[src/rtl/aes_uart_frame_ctrl.sv]
// AES/UART frame controller: parses key/data frames from the UART,
// launches the AES core (or bypasses it) and streams the result back.
// Ports: clk, rst_n; rx_valid/rx_data from the UART receiver;
// aes_enable selects encrypt or bypass; aes_key/aes_block/aes_start and
// aes_done/aes_result talk to the AES core; tx_data/tx_valid/tx_ready
// feed the UART transmitter; frames_received, key_loaded, busy and err
// report status.
module aes_uart_frame_ctrl #(
    parameter int          TIMEOUT_CYCLES = 1_000_000,
    parameter int          TO_W           = 20,
    parameter logic [7:0]  CMD_KEY        = 8'h4B,
    parameter logic [7:0]  CMD_DATA       = 8'h44
) (
    input  logic         clk,
    input  logic         rst_n,
    input  logic         rx_valid,
    input  logic [7:0]   rx_data,
    input  logic         aes_enable,
    output logic [127:0] aes_key,
    output logic [127:0] aes_block,
    output logic         aes_start,
    input  logic         aes_done,
    input  logic [127:0] aes_result,
    output logic [7:0]   tx_data,
    output logic         tx_valid,
    input  logic         tx_ready,
    output logic         frames_received,
    output logic         key_loaded,
    output logic         busy,
    output logic         err
);

    typedef enum logic [2:0] {
        IDLE,
        LOAD_KEY,
        LOAD_DATA,
        RUN,
        WAIT,
        SEND
    } state_t;

    localparam logic [TO_W-1:0] TO_LAST = TO_W'(TIMEOUT_CYCLES - 1);

    state_t          state;
    state_t          state_d;
    logic [127:0]    result;
    logic [3:0]      cnt;
    logic [TO_W-1:0] to_cnt;

    logic err_d;
    logic fin_d;
    logic ld_key;
    logic ld_data;
    logic key_clr;
    logic key_set;
    logic cnt_clr;
    logic bypass;
    logic capture;
    logic xfer;
    logic in_load;

    assign tx_valid = (state == SEND);
    assign tx_data  = result[127:120];
    assign busy     = (state != IDLE);
    assign in_load  = (state == LOAD_KEY) || (state == LOAD_DATA);

    always_ff @(posedge clk or negedge rst_n) begin
        if (!rst_n) begin
            state <= IDLE;
        end else begin
            state <= state_d;
        end
    end

    always_comb begin
        state_d   = state;
        err_d     = 1'b0;
        fin_d     = 1'b0;
        ld_key    = 1'b0;
        ld_data   = 1'b0;
        key_clr   = 1'b0;
        key_set   = 1'b0;
        cnt_clr   = 1'b0;
        bypass    = 1'b0;
        capture   = 1'b0;
        xfer      = 1'b0;
        aes_start = 1'b0;
        unique case (state)
            IDLE: begin
                if (rx_valid) begin
                    if (rx_data == CMD_KEY) begin
                        state_d = LOAD_KEY;
                        key_clr = 1'b1;
                        cnt_clr = 1'b1;
                    end else if (rx_data == CMD_DATA && key_loaded) begin
                        state_d = LOAD_DATA;
                        cnt_clr = 1'b1;
                    end else begin
                        err_d = 1'b1;
                    end
                end
            end
            LOAD_KEY: begin
                if (rx_valid) begin
                    ld_key = 1'b1;
                    if (cnt == 4'd15) begin
                        key_set = 1'b1;
                        state_d = IDLE;
                    end
                end else if (to_cnt == TO_LAST) begin
                    err_d   = 1'b1;
                    state_d = IDLE;
                end
            end
            LOAD_DATA: begin
                if (rx_valid) begin
                    ld_data = 1'b1;
                    if (cnt == 4'd15) begin
                        state_d = RUN;
                    end
                end else if (to_cnt == TO_LAST) begin
                    err_d   = 1'b1;
                    state_d = IDLE;
                end
            end
            RUN: begin
                err_d = rx_valid;
                if (aes_enable) begin
                    aes_start = 1'b1;
                    state_d   = WAIT;
                end else begin
                    bypass  = 1'b1;
                    state_d = SEND;
                end
            end
            WAIT: begin
                err_d = rx_valid;
                if (aes_done) begin
                    capture = 1'b1;
                    state_d = SEND;
                end
            end
            SEND: begin
                if (tx_ready) begin
                    xfer = 1'b1;
                    if (cnt == 4'd15) begin
                        fin_d   = 1'b1;
                        state_d = IDLE;
                    end
                end
                // The completion pulse wins over a stray byte error
                // so the two status pulses never coincide.
                err_d = rx_valid && !fin_d;
            end
            default: begin
                state_d = IDLE;
            end
        endcase
    end

    always_ff @(posedge clk or negedge rst_n) begin
        if (!rst_n) begin
            aes_key         <= '0;
            aes_block       <= '0;
            result          <= '0;
            cnt             <= '0;
            to_cnt          <= '0;
            key_loaded      <= 1'b0;
            err             <= 1'b0;
            frames_received <= 1'b0;
        end else begin
            err             <= err_d;
            frames_received <= fin_d;
            if (ld_key) begin
                aes_key <= {aes_key[119:0], rx_data};
            end
            if (ld_data) begin
                aes_block <= {aes_block[119:0], rx_data};
            end
            if (key_clr) begin
                key_loaded <= 1'b0;
            end else if (key_set) begin
                key_loaded <= 1'b1;
            end
            // 4-bit count wraps to 0 after the 16th byte of a frame.
            if (cnt_clr) begin
                cnt <= '0;
            end else if (ld_key || ld_data || xfer) begin
                cnt <= cnt + 4'd1;
            end
            if (in_load && !rx_valid && state_d == state) begin
                to_cnt <= to_cnt + 1'b1;
            end else begin
                to_cnt <= '0;
            end
            if (bypass) begin
                result <= aes_block;
            end else if (capture) begin
                result <= aes_result;
            end else if (xfer) begin
                result <= {result[119:0], 8'h00};
            end
        end
    end

endmodule
[config.mk]
export PLATFORM = sky130hd
export DESIGN_NAME = aes_uart_frame_ctrl
export DESIGN_NICKNAME = d
export VERILOG_FILES = /design/src/rtl/aes_uart_frame_ctrl.sv
export SDC_FILE = /design/constraint.sdc
export NUM_CORES = 1
export LEC_CHECK = 0
export ABC_AREA = 1
export CAP_MARGIN = 20
export CORE_UTILIZATION = 46
export DETAILED_ROUTE_END_ITERATION = 8
export HOLD_SLACK_MARGIN = 0.02
export PLACE_DENSITY = 0.74
export SYNTH_ARGS = -nofsm -noshare
export SYNTH_HDL_FRONTEND = slang
export SYNTH_SLANG_ARGS = --single-unit
[constraint.sdc]
create_clock -name clk -period 2.8 [get_ports clk]
set_clock_uncertainty 0.1 [all_clocks]
set_input_delay 0.56 -clock clk [delete_from_list [all_inputs] [get_ports clk]]
set_output_delay 0.56 -clock clk [all_outputs]
set_load 0.01 [all_outputs]
==> results.cfg <==
[outcome]
status = completed

[clocking]
post_cts_buffers = 0
clk_pin_slew_ns = 0.06
cts_resized = 0
numCtsBuffers = 44
root_buffer = clkbuf_16
clock-sinks = 414
cts_buffer_depth = 3
htree_levels = 2
worstSkewPairLatency_ns = 0.57
cts_tree = yes

[final_layout]
final_nets = 2668
area_delta_synth_final_pct = 32.8
stdcell_area_mm2 = 0.0248
fillers = 3357
final_layout_size_suffix_gt1_frac = 0.0642
layout.cells.non_filler = 3083
postLayoutCoreUtil = 0.622

[floorplanning]
io_pins = 412
die_area_mm2 = 0.0415
dieWidth_um = 204
die_h_um = 204
initial_core_util = 0.468
fp.coreArea_mm2 = 0.0399
core.rowCount = 73

[global_route]
antenna_found_initial = 3
grt_pass1_wl_mm = 88.4
track_usage = 0.271
overflow = 0
grt_pass1_vias = 16200
grt_max_degree = 88

[critical_path]
cp_common_cell = clkdlybuf4s50_1
worst_path_largest_cell_delay_ns = 0.57
crit_chain = clkdlybuf4s50_1 -> clkinv_1 -> buf_12 -> nor2_1 -> clkdlybuf4s50_1
critPathSlowestCell = clkdlybuf4s50_1
critPathArrivalTime_ns = 2.05
cp-start-kind = input port
crit_required_ns = 2.14
crit_type = input port to output port
critPathCaptureType = output port
r2r_cells = 7
worstPathMaxFanout = 5

[logic_synthesis]
postSynthAreaPerCell_um2 = 8.66
ys_seq_elements = 414
synth_edf_count = 0
ys_warn_count = 0
async_flop_share = 1.00
synth_area_leaders = dfrtp_1, nand2_1, o211ai_1, inv_1, o21ai_1
synth.net_count = 2303
synth_area_mm2 = 0.0187
synth_ff_type = dfrtp_1
yosysTopAreaCellShare = 0.554
yosys.area.top_type = dfrtp_1
syn_inst = 2159
synth_seq_area_share = 0.554
yosys.cell_types.count = 33

[worst_hold_path]
min-delay-path-class = flop to flop
min_delay_path_depth = 2

[route]
wirelength_mm = 56.0
route.detailed.drc = 0
avgRoutedWirePerCell_um = 18.2
vias_per_cell = 5.33
drtIter0Drc = 1269
drtAntennaViolNets = 0
firstDrtPassIters = 6
num_vias = 16400

[timing]
fin_tns_setup_ns = 0
finalHoldViolations = 0
min_period_over_period = 0.968
rsz0062_at_grt = no
drv_slew = 0
worstMarginPinSlew_ns = 0.542
slew_headroom = 0.638
max_freq_mhz = 369
setup_violations = 0
period_needed_ns = 2.71

[placement]
place_inst = 3002
place_area_mm2 = 0.0234
portBuffers = 411
gp_congestion = 0.898
dp_hpwl_mm = 38.9

[power_and_ir_drop]
p_leak_uw = 0.0114
powerDensity_mw_per_mm2 = 933
vdd_drop_max_mv = 0.642

[run]
drv_cap = 0
-- Yosys cell counts (all sizes together), types with 3 or more instances --
cell type	number
nand2	842
xnor2	3
inv	187
nand3	31
xor2	8
buf	109
nor2	40
o21ai	195
o211ai	228
nand4	8
clkbuf	40
a21oi	5
nor3	26
dfrtp	414
a31oi	7
o21bai	8
-- what timing repair did --
action / CTS / global route
hold buffers: 1 / 0
setup endpoints to repair: 0 / 0
hold endpoints to repair: 34 / 0
-- state kept, by name, indices dropped and copies added, names as in the netlist --
register         cells
key_loaded           1
to_cnt              20
state                3
cnt                  4
aes_key            128
frames_received      1
err                  1
aes_block          128
result             128
-- through the flow --
step / power (uW) / setup slack, ns / hold slack (ns)
after floorplan: 13400 / 1.03 / 0.164
after global placement: 17200 / -0.0745 / 0.366
after detailed placement: 17500 / 0.0214 / 0.371
after CTS: 23300 / 0.0171 / 0.387
after global routing: 24500 / 0.0202 / 0.402
final: 23200 / 0.0885 / 0.390
-- worst max-delay path, delay by kind of cell --
kind | cells | cell delay [ns]
and+or+nand+nor | 1 | 0.18
buffers and inverters | 4 | 1.30
-- path summary, 6_finish.rpt --
check,slack [ns],to,start
worst max-delay path,0.09,aes_start,aes_enable
worst min-delay path,0.39,aes_key[120],aes_key[120]
worst max register to register,0.61,result[112],state[2]
worst min register to register,0.39,aes_key[120],aes_key[120]
max in group asynchronous,1.35,aes_key[41],rst_n
min in group asynchronous,0.40,aes_block[90],rst_n
-- per-layer routing --
layer,wire [um],global-route usage
met1,22700,0.351
met2,26200,0.431
met3,5400,0.0780
met4,1700,0.0991
met5,0,0
-- area by class of cell --
| type | instances | area [um^2] | area share |
|---|---|---|---|
| antenna | 3 | 7.51 | 0.000302 |
| clock buffer | 65 | 1300 | 0.0524 |
| clock inverter | 12 | 95.1 | 0.00383 |
| inverter | 189 | 719 | 0.0290 |
| multi-input combinational | 1407 | 6810 | 0.274 |
| sequential | 414 | 10400 | 0.417 |
| tap | 525 | 657 | 0.0264 |
| timing repair buffer | 468 | 4890 | 0.197 |
-- power breakdown --
group / switching (uW) / internal (uW)
logic: 4360 / 3850
clock network: 2420 / 3300
registers: 1360 / 7880
total: 8140 / 15000
-- cell families (layout without fill, tap and decap cells) --
family,Yosys count,count (layout),synth area share
and+or+nand+nor,950,950,0.205
AOI/OAI and AO/OA,444,444,0.151
DFF,414,414,0.554
buffers and inverters,338,734,0.0833
xor gates and xnor gates,11,11,0.00515
adders and majority gates,2,2,0.00134
other,0,3,0
-- cell usage in the layout, fill, tap and decap left out, types with 2 or more instances in the layout --
master / n
clkbuf_16: 45
xnor2_1: 3
inv_1: 182
nand3_1: 28
clkbuf_1: 10
inv_2: 2
nand3_2: 2
nand4_1: 7
nand2_2: 2
dfrtp_1: 414
inv_6: 2
nor2_2: 4
o211ai_1: 228
nor3_1: 5
buf_12: 27
a31oi_1: 7
o21bai_1: 8
o21ai_0: 97
diode_2: 3
clkdlybuf4s50_1: 410
nor2_1: 35
nand2_4: 2
nor3_2: 21
clkinv_2: 10
a21oi_1: 5
clkbuf_8: 10
clkinv_1: 2
ha_1: 2
xor2_1: 8
o21ai_1: 98
nand2_1: 837
buf_4: 29
nand3b_1: 2
Power figures use the tool's default switching activity.
